==> src/rtl/dp_encoder.sv <==
// dp_encoder: ARM data-processing instruction encoder with iterative immediate rotation search (optional DP_ENCODER_ALT_IMM_EN retries with ~imm / -imm)
module dp_encoder #(
  parameter int CHECKS_PER_CYCLE = 1
) (
  input  logic        clk,
  input  logic        rst,
  input  logic        in_valid,
  output logic        in_ready,
  input  logic [3:0]  in_cond,
  input  logic [3:0]  in_opcode,
  input  logic        in_s,
  input  logic [3:0]  in_rn,
  input  logic [3:0]  in_rd,
  input  logic        in_imm_mode,
  input  logic [31:0] in_imm,
  input  logic [3:0]  in_rm,
  input  logic [1:0]  in_shift_type,
  input  logic        in_shift_reg,
  input  logic [3:0]  in_rs,
  input  logic [4:0]  in_shift_amt,
  output logic        out_valid,
  input  logic        out_ready,
  output logic [31:0] out_instr,
  output logic        out_err
);
  localparam int C = CHECKS_PER_CYCLE;
  localparam int G = 16 / C;
`ifdef DP_ENCODER_ALT_IMM_EN
  typedef enum logic [1:0] {IDLE, SEARCH, OUT, ALT} state_t;
  function automatic logic has_alt(input logic [3:0] op);
    return op inside {4'h0, 4'hE, 4'hD, 4'hF, 4'h4, 4'h2, 4'hA, 4'hB};
  endfunction
  function automatic logic [3:0] swap_op(input logic [3:0] op);
    return (op[3:2] == 2'b11 && op[0]) ? op ^ 4'b0010 :
           (op == 4'h0 || op == 4'hE) ? op ^ 4'b1110 :
           (op == 4'h4 || op == 4'h2) ? op ^ 4'b0110 : op ^ 4'b0001;
  endfunction
  function automatic logic [31:0] alt_imm(input logic [3:0] op, input logic [31:0] imm);
    return (op inside {4'h0, 4'hE, 4'hD, 4'hF}) ? ~imm : -imm;
  endfunction
`else
  typedef enum logic [1:0] {IDLE, SEARCH, OUT} state_t;
`endif
  function automatic logic [31:0] rol(input logic [31:0] x, input logic [4:0] s);
    return (x << s) | (x >> (6'd32 - {1'b0, s}));
  endfunction
  function automatic logic [31:0] word(input logic [3:0] cond, input logic [3:0] op, input logic s,
                                       input logic [3:0] rn, input logic [3:0] rd, input logic i,
                                       input logic [11:0] op2);
    return {cond, 2'b00, i, op, s | (op[3:2] == 2'b10), (op[3:2] == 2'b11 && op[0]) ? 4'd0 : rn,
            (op[3:2] == 2'b10) ? 4'd0 : rd, op2};
  endfunction
  state_t      state_q, state_d;
  logic [3:0]  cond_q, cond_d, op_q, op_d, rn_q, rn_d, rd_q, rd_d, group_q, group_d;
  logic        s_q, s_d, out_valid_q, out_valid_d, out_err_q, out_err_d;
  logic [31:0] imm_q, imm_d, out_instr_q, out_instr_d, rotated;
  logic        hit;
  logic [3:0]  hit_rot, r;
  logic [7:0]  hit_imm8;
  assign in_ready  = state_q == IDLE;
  assign out_valid = out_valid_q;
  assign out_instr = out_instr_q;
  assign out_err   = out_err_q;
  always_comb begin
    hit      = 1'b0;
    hit_rot  = '0;
    hit_imm8 = '0;
    rotated  = '0;
    r        = '0;
    for (int k = C - 1; k >= 0; k--) begin
      r       = 4'(int'(group_q) * C + k);
      rotated = rol(imm_q, {r, 1'b0});
      if (rotated[31:8] == '0) begin
        hit      = 1'b1;
        hit_rot  = r;
        hit_imm8 = rotated[7:0];
      end
    end
  end
  always_comb begin
    state_d     = state_q;
    cond_d      = cond_q;
    op_d        = op_q;
    s_d         = s_q;
    rn_d        = rn_q;
    rd_d        = rd_q;
    imm_d       = imm_q;
    group_d     = group_q;
    out_valid_d = out_valid_q;
    out_instr_d = out_instr_q;
    out_err_d   = out_err_q;
    case (state_q)
      IDLE: if (in_valid) begin
        cond_d  = in_cond;
        op_d    = in_opcode;
        s_d     = in_s;
        rn_d    = in_rn;
        rd_d    = in_rd;
        imm_d   = in_imm;
        group_d = '0;
        state_d = in_imm_mode ? SEARCH : OUT;
        if (!in_imm_mode) begin
          out_valid_d = 1'b1;
          out_err_d   = 1'b0;
          out_instr_d = word(in_cond, in_opcode, in_s, in_rn, in_rd, 1'b0,
                             in_shift_reg ? {in_rs, 1'b0, in_shift_type, 1'b1, in_rm}
                                          : {in_shift_amt, in_shift_type, 1'b0, in_rm});
        end
      end
      OUT: if (out_ready) begin
        state_d     = IDLE;
        out_valid_d = 1'b0;
      end
      default: if (hit) begin
        state_d     = OUT;
        out_valid_d = 1'b1;
        out_err_d   = 1'b0;
        out_instr_d = word(cond_q, op_q, s_q, rn_q, rd_q, 1'b1, {hit_rot, hit_imm8});
      end else if (group_q == 4'(G - 1)) begin
        state_d     = OUT;
        out_valid_d = 1'b1;
        out_err_d   = 1'b1;
        out_instr_d = '0;
`ifdef DP_ENCODER_ALT_IMM_EN
        if (state_q == SEARCH && has_alt(op_q)) begin
          state_d     = ALT;
          out_valid_d = 1'b0;
          out_err_d   = 1'b0;
          group_d     = '0;
          imm_d       = alt_imm(op_q, imm_q);
          op_d        = swap_op(op_q);
        end
`endif
      end else begin
        group_d = group_q + 4'd1;
      end
    endcase
  end
  always_ff @(posedge clk or posedge rst) begin
    if (rst) begin
      state_q     <= IDLE;
      cond_q      <= '0;
      op_q        <= '0;
      s_q         <= 1'b0;
      rn_q        <= '0;
      rd_q        <= '0;
      imm_q       <= '0;
      group_q     <= '0;
      out_valid_q <= 1'b0;
      out_instr_q <= '0;
      out_err_q   <= 1'b0;
    end else begin
      state_q     <= state_d;
      cond_q      <= cond_d;
      op_q        <= op_d;
      s_q         <= s_d;
      rn_q        <= rn_d;
      rd_q        <= rd_d;
      imm_q       <= imm_d;
      group_q     <= group_d;
      out_valid_q <= out_valid_d;
      out_instr_q <= out_instr_d;
      out_err_q   <= out_err_d;
    end
  end
endmodule

==> config.mk <==
export PLATFORM = sky130hd
export DESIGN_NAME = dp_encoder
export DESIGN_NICKNAME = d
export VERILOG_FILES = /design/src/rtl/dp_encoder.sv
export SDC_FILE = /design/constraint.sdc
export NUM_CORES = 1
export LEC_CHECK = 0
export CAP_MARGIN = 20
export CORE_UTILIZATION = 35
export CTS_BUF_LIST = sky130_fd_sc_hd__clkbuf_16
export CTS_CLUSTER_SIZE = 20
export DETAILED_ROUTE_END_ITERATION = 8
export GPL_TIMING_DRIVEN = 0
export SLEW_MARGIN = 20
export SYNTH_ARGS = -nofsm -noshare
export SYNTH_HDL_FRONTEND = slang
export SYNTH_SLANG_ARGS = --single-unit
==> constraint.sdc <==
create_clock -name clk -period 4.39 [get_ports clk]
set_input_delay 1.0975 -clock clk [delete_from_list [all_inputs] [get_ports clk]]
set_output_delay 1.0975 -clock clk [all_outputs]
set_load 0.005 [all_outputs]
==> metrics.md <==
| Metric | Value |
|---|---|
| Outcome | `complete, no violations` |
| Setup TNS | `0 ps` |
| Initial antenna violation count | `0` |
| CTS tree | `yes` |
| Dpl cells | `988` |
| Synthesized area divided by synthesized cell count | `8.42 um2` |
| Async set-reset flop share out of synthesis | `100%` |
| Total count of hold-check failures in the final report | `0` |
| Ant. Diodes | `0` |
| Die Y | `129 um` |
| Yosys top cell area share | `38.6%` |
| Routability cong. | `0.961` |
| Fraction of the yosys area taken by sequential cells | `38.6%` |
| Number of hold buffers added after cts | `0` |
| Remaining max-slew budget at the tightest pin | `49.4%` |
| Floorplan Core Area | `15800 um2` |
| Unique masters post-synth | `60` |
| Final WL | `19000 um` |
| Top achievable clock speed | `237 MHz` |
| RSZ-0062 raised after global routing | `false` |
| Global-route wire length before repair | `30100 um` |
| Max cap viols | `0` |
| Vias after detailed routing | `5460` |
| Leading cell types by count after synthesis | `sky130_fd_sc_hd__nand2_1 (189), sky130_fd_sc_hd__dfrtp_1 (87), sky130_fd_sc_hd__o21ai_0 (46)` |
| CTS H-tree lvls | `3` |
| Worst hold path type | `reg -> reg` |
| Layout net count | `855` |
| Number of clock buffers inserted by TritonCTS | `9` |
| Vias/cell | `5.44` |
| Post-synthesis xor/xnor area fraction | `0.311%` |
| Combined area of all synthesized cells | `5630 um2` |
| Maximum vdd drop | `312 uV` |
| Skew-Pair Late Insertion Delay | `360 ps` |
| Pin count of the biggest net entering global routing | `59` |
| Kind of start point of the critical path | `flip-flop` |
| Overall Global Routing Usage | `23.9%` |
| Post-layout min period | `4220 ps` |
| Slew at the pin closest to its max-slew limit | `759 ps` |
| Data arrival, critical path | `4460 ps` |
| Post-synthesis adder-cell area fraction | `0.444%` |
| Number of buffers added on ports | `101` |
| Post-route non-filler standard cell count | `1004` |
| Starting density of the core | `35.7%` |
| Static leakage | `3.16 nW` |
| Mean routed wirelength per cell | `18.9 um` |
| Share of the core filled with cells | `46.0%` |
| Post-synthesis cell type with the largest combined area | `sky130_fd_sc_hd__dfrtp_1` |
| Post-detailed-route count of antenna-violating nets | `0` |
| DRC Markers | `0` |
| Placed Area | `6950 um2` |
| Area Overhead vs Synth | `28.8%` |
| Dominant combinational cell family by area after synthesis | `simple AND/OR/NAND/NOR gates` |
| Highest fanout seen on the critical path | `10` |
| Skew final | `10.4 ps` |
| Worst EP required | `4630 ps` |
| Number of top-level design ports | `105` |
| Number of enable flip-flop cells after synthesis | `0` |
| Drt first-iter violations | `470` |
| First-pass DRT Iterations | `5` |
| Total global routing overflow | `0` |
| Setup violation total in the final timing report | `0` |
| Dominant register cell in the synthesized netlist | `sky130_fd_sc_hd__dfrtp_1` |
| Layout Cell Area excl Fill | `7260 um2` |
| Ratio of cells with drive above 1 in the final layout | `8.76%` |
| Final clock period utilization by the worst path | `96.1%` |
| Share of the synthesized area in compound gates (AO/OA/AOI/OAI) | `15.5%` |
| CTS Root Buffer Type | `sky130_fd_sc_hd__clkbuf_16` |
| Simple-gate share of the synthesized area | `22.5%` |
| Most repeated cell in the gate-level netlist after synthesis | `sky130_fd_sc_hd__nand2_1` |
| Post-synthesis register bit count | `87` |
| Max-slew violations | `0` |
| Maximum clock insertion buffer count | `2` |
| Type of the setup path with the least slack | `reg -> reg` |
| Number of global-route vias before repair | `5451` |
| Nature of the critical path endpoint | `flip-flop` |
| Final HPWL DP | `14200 um` |
| Dominant cells by area after synthesis | `sky130_fd_sc_hd__dfrtp_1 (39%), sky130_fd_sc_hd__nand2_1 (13%), sky130_fd_sc_hd__mux2i_1 (6.2%)` |
| Number of instances in the synthesized netlist | `669` |
| Width of the chip | `129 um` |
| Clock-pin transition on the worst setup and hold timing paths | `70 ps` |
| Synth warn | `0` |
| Number of placement rows | `46` |
| Fillcell total | `1602` |
| Areal power density over the cells | `836 nW/um2` |
| Number of clock sinks | `87` |
| Proportion of synthesized area in mux cells | `17.2%` |
| Die footprint | `16600 um2` |
==> sequential cells by signal (all words and copies together), names as in the netlist <==
register   cells
cond_q         4
out_instr     30
s_q            1
out_valid      1
rn_q           4
rd_q           4
imm_q         32
group_q        4
state_q        2
op_q           4
out_err        1
==> stage by stage <==
stage | total power (W) | worst slack (ps) | hold slack (ps)
6_report | 0.00606 | 171 | 482
5_1_grt | 0.00649 | 4.81 | 511
4_1_cts | 0.00600 | 37.8 | 482
3_5_place_dp | 0.00521 | -520 | 463
3_3_place_gp | 0.00517 | -527 | 458
2_1_floorplan | 0.00389 | 494 | 446
==> path summary, 6_finish.rpt <==
kind / from / to / slack [ps] / cells past startpoint
worst max-delay path: group_q[1] / out_instr[0] / 170 / 11
min in group asynchronous: rst / imm_q[16] / 1080 / 2
worst max register to register: group_q[1] / out_instr[0] / 170 / 11
max in group asynchronous: rst / out_instr[3] / 2690 / 3
worst min-delay path: rd_q[0] / rd_q[0] / 480 / 2
worst min register to register: rd_q[0] / rd_q[0] / 480 / 2
==> cell families after synthesis <==
logic type,Yosys count
and+or+nand+nor,293
AOI/OAI and AO/OA,134
DFF,87
muxes,80
buffers and inverters,70
adders and majority gates,2
xor gates and xnor gates,2
other,1
==> layout make-up <==
type                       count  area, um2  area share, %
multi-input combinational    513       3160           43.5
sequential                    87       2180           30.0
timing repair buffer         104       1050           14.5
tap                          216        270           3.72
buffer                        47        226           3.12
clock buffer                   9        225           3.10
inverter                      21       85.1           1.17
clock inverter                 7       60.1          0.828
==> critical path, cell delays in order, from the launching register on <==
cell and delay (ps):
sky130_fd_sc_hd__dfrtp_1 440, sky130_fd_sc_hd__clkinv_1 420, sky130_fd_sc_hd__ha_1 590, sky130_fd_sc_hd__mux4_2 350, sky130_fd_sc_hd__or3_1 420, sky130_fd_sc_hd__a2111oi_4 300
sky130_fd_sc_hd__a211oi_1 150, sky130_fd_sc_hd__a211oi_2 300, sky130_fd_sc_hd__nand3_2 230, sky130_fd_sc_hd__a31oi_4 350, sky130_fd_sc_hd__buf_6 220, sky130_fd_sc_hd__mux2_1 340
==> repair_timing <==
action / 4_1_cts / 5_1_grt
setup endpoints to repair: 36 / 33
pin swaps: 1 / 1
gates resized for setup: 4 / 7
buffers inserted: 2 / 0
cloned: 0 / 0
==> routing by layer <==
| layer | vias to the layer above | global-route usage [%] | wire, um |
|---|---|---|---|
| li1 | 2558 | - | - |
| met4 | 0 | 9.48 | 512 |
| met3 | 43 | 4.86 | 1480 |
| met5 | - | 0 | 0 |
| met2 | 238 | 35.6 | 8220 |
| met1 | 2621 | 33.9 | 8770 |
==> placed cells by master (no fill, tap or decap), types with 4 or more instances in the layout <==
cell type and count:
sky130_fd_sc_hd__buf_2 4, sky130_fd_sc_hd__mux2i_1 35, sky130_fd_sc_hd__dfrtp_1 87, sky130_fd_sc_hd__or3_1 4, sky130_fd_sc_hd__mux4_2 10, sky130_fd_sc_hd__clkbuf_1 29
sky130_fd_sc_hd__o21a_1 4, sky130_fd_sc_hd__buf_4 5, sky130_fd_sc_hd__nor3_1 19, sky130_fd_sc_hd__nand2b_1 5, sky130_fd_sc_hd__o21ai_1 5, sky130_fd_sc_hd__mux2_1 19
sky130_fd_sc_hd__nor4_1 4, sky130_fd_sc_hd__nand3_1 6, sky130_fd_sc_hd__o22ai_1 10, sky130_fd_sc_hd__o21ai_0 46, sky130_fd_sc_hd__mux2_2 16, sky130_fd_sc_hd__o211ai_1 8
sky130_fd_sc_hd__a211oi_1 7, sky130_fd_sc_hd__nor2_1 35, sky130_fd_sc_hd__a21oi_1 21, sky130_fd_sc_hd__a31oi_1 4, sky130_fd_sc_hd__nand2_1 189, sky130_fd_sc_hd__nor2b_1 6
sky130_fd_sc_hd__clkdlybuf4s50_1 101, sky130_fd_sc_hd__clkbuf_16 9, sky130_fd_sc_hd__clkinvlp_4 4, sky130_fd_sc_hd__o21bai_1 5, sky130_fd_sc_hd__nor3b_1 9, sky130_fd_sc_hd__inv_1 18
==> where the power goes <==
part | switching, W | total [W] | internal, W
Combinational | 0.00214 | 0.00372 | 0.00158
Clock | 0.000367 | 0.000756 | 0.000390
Sequential | 0.000417 | 0.00159 | 0.00117
(Power assumes the default switching activity.)
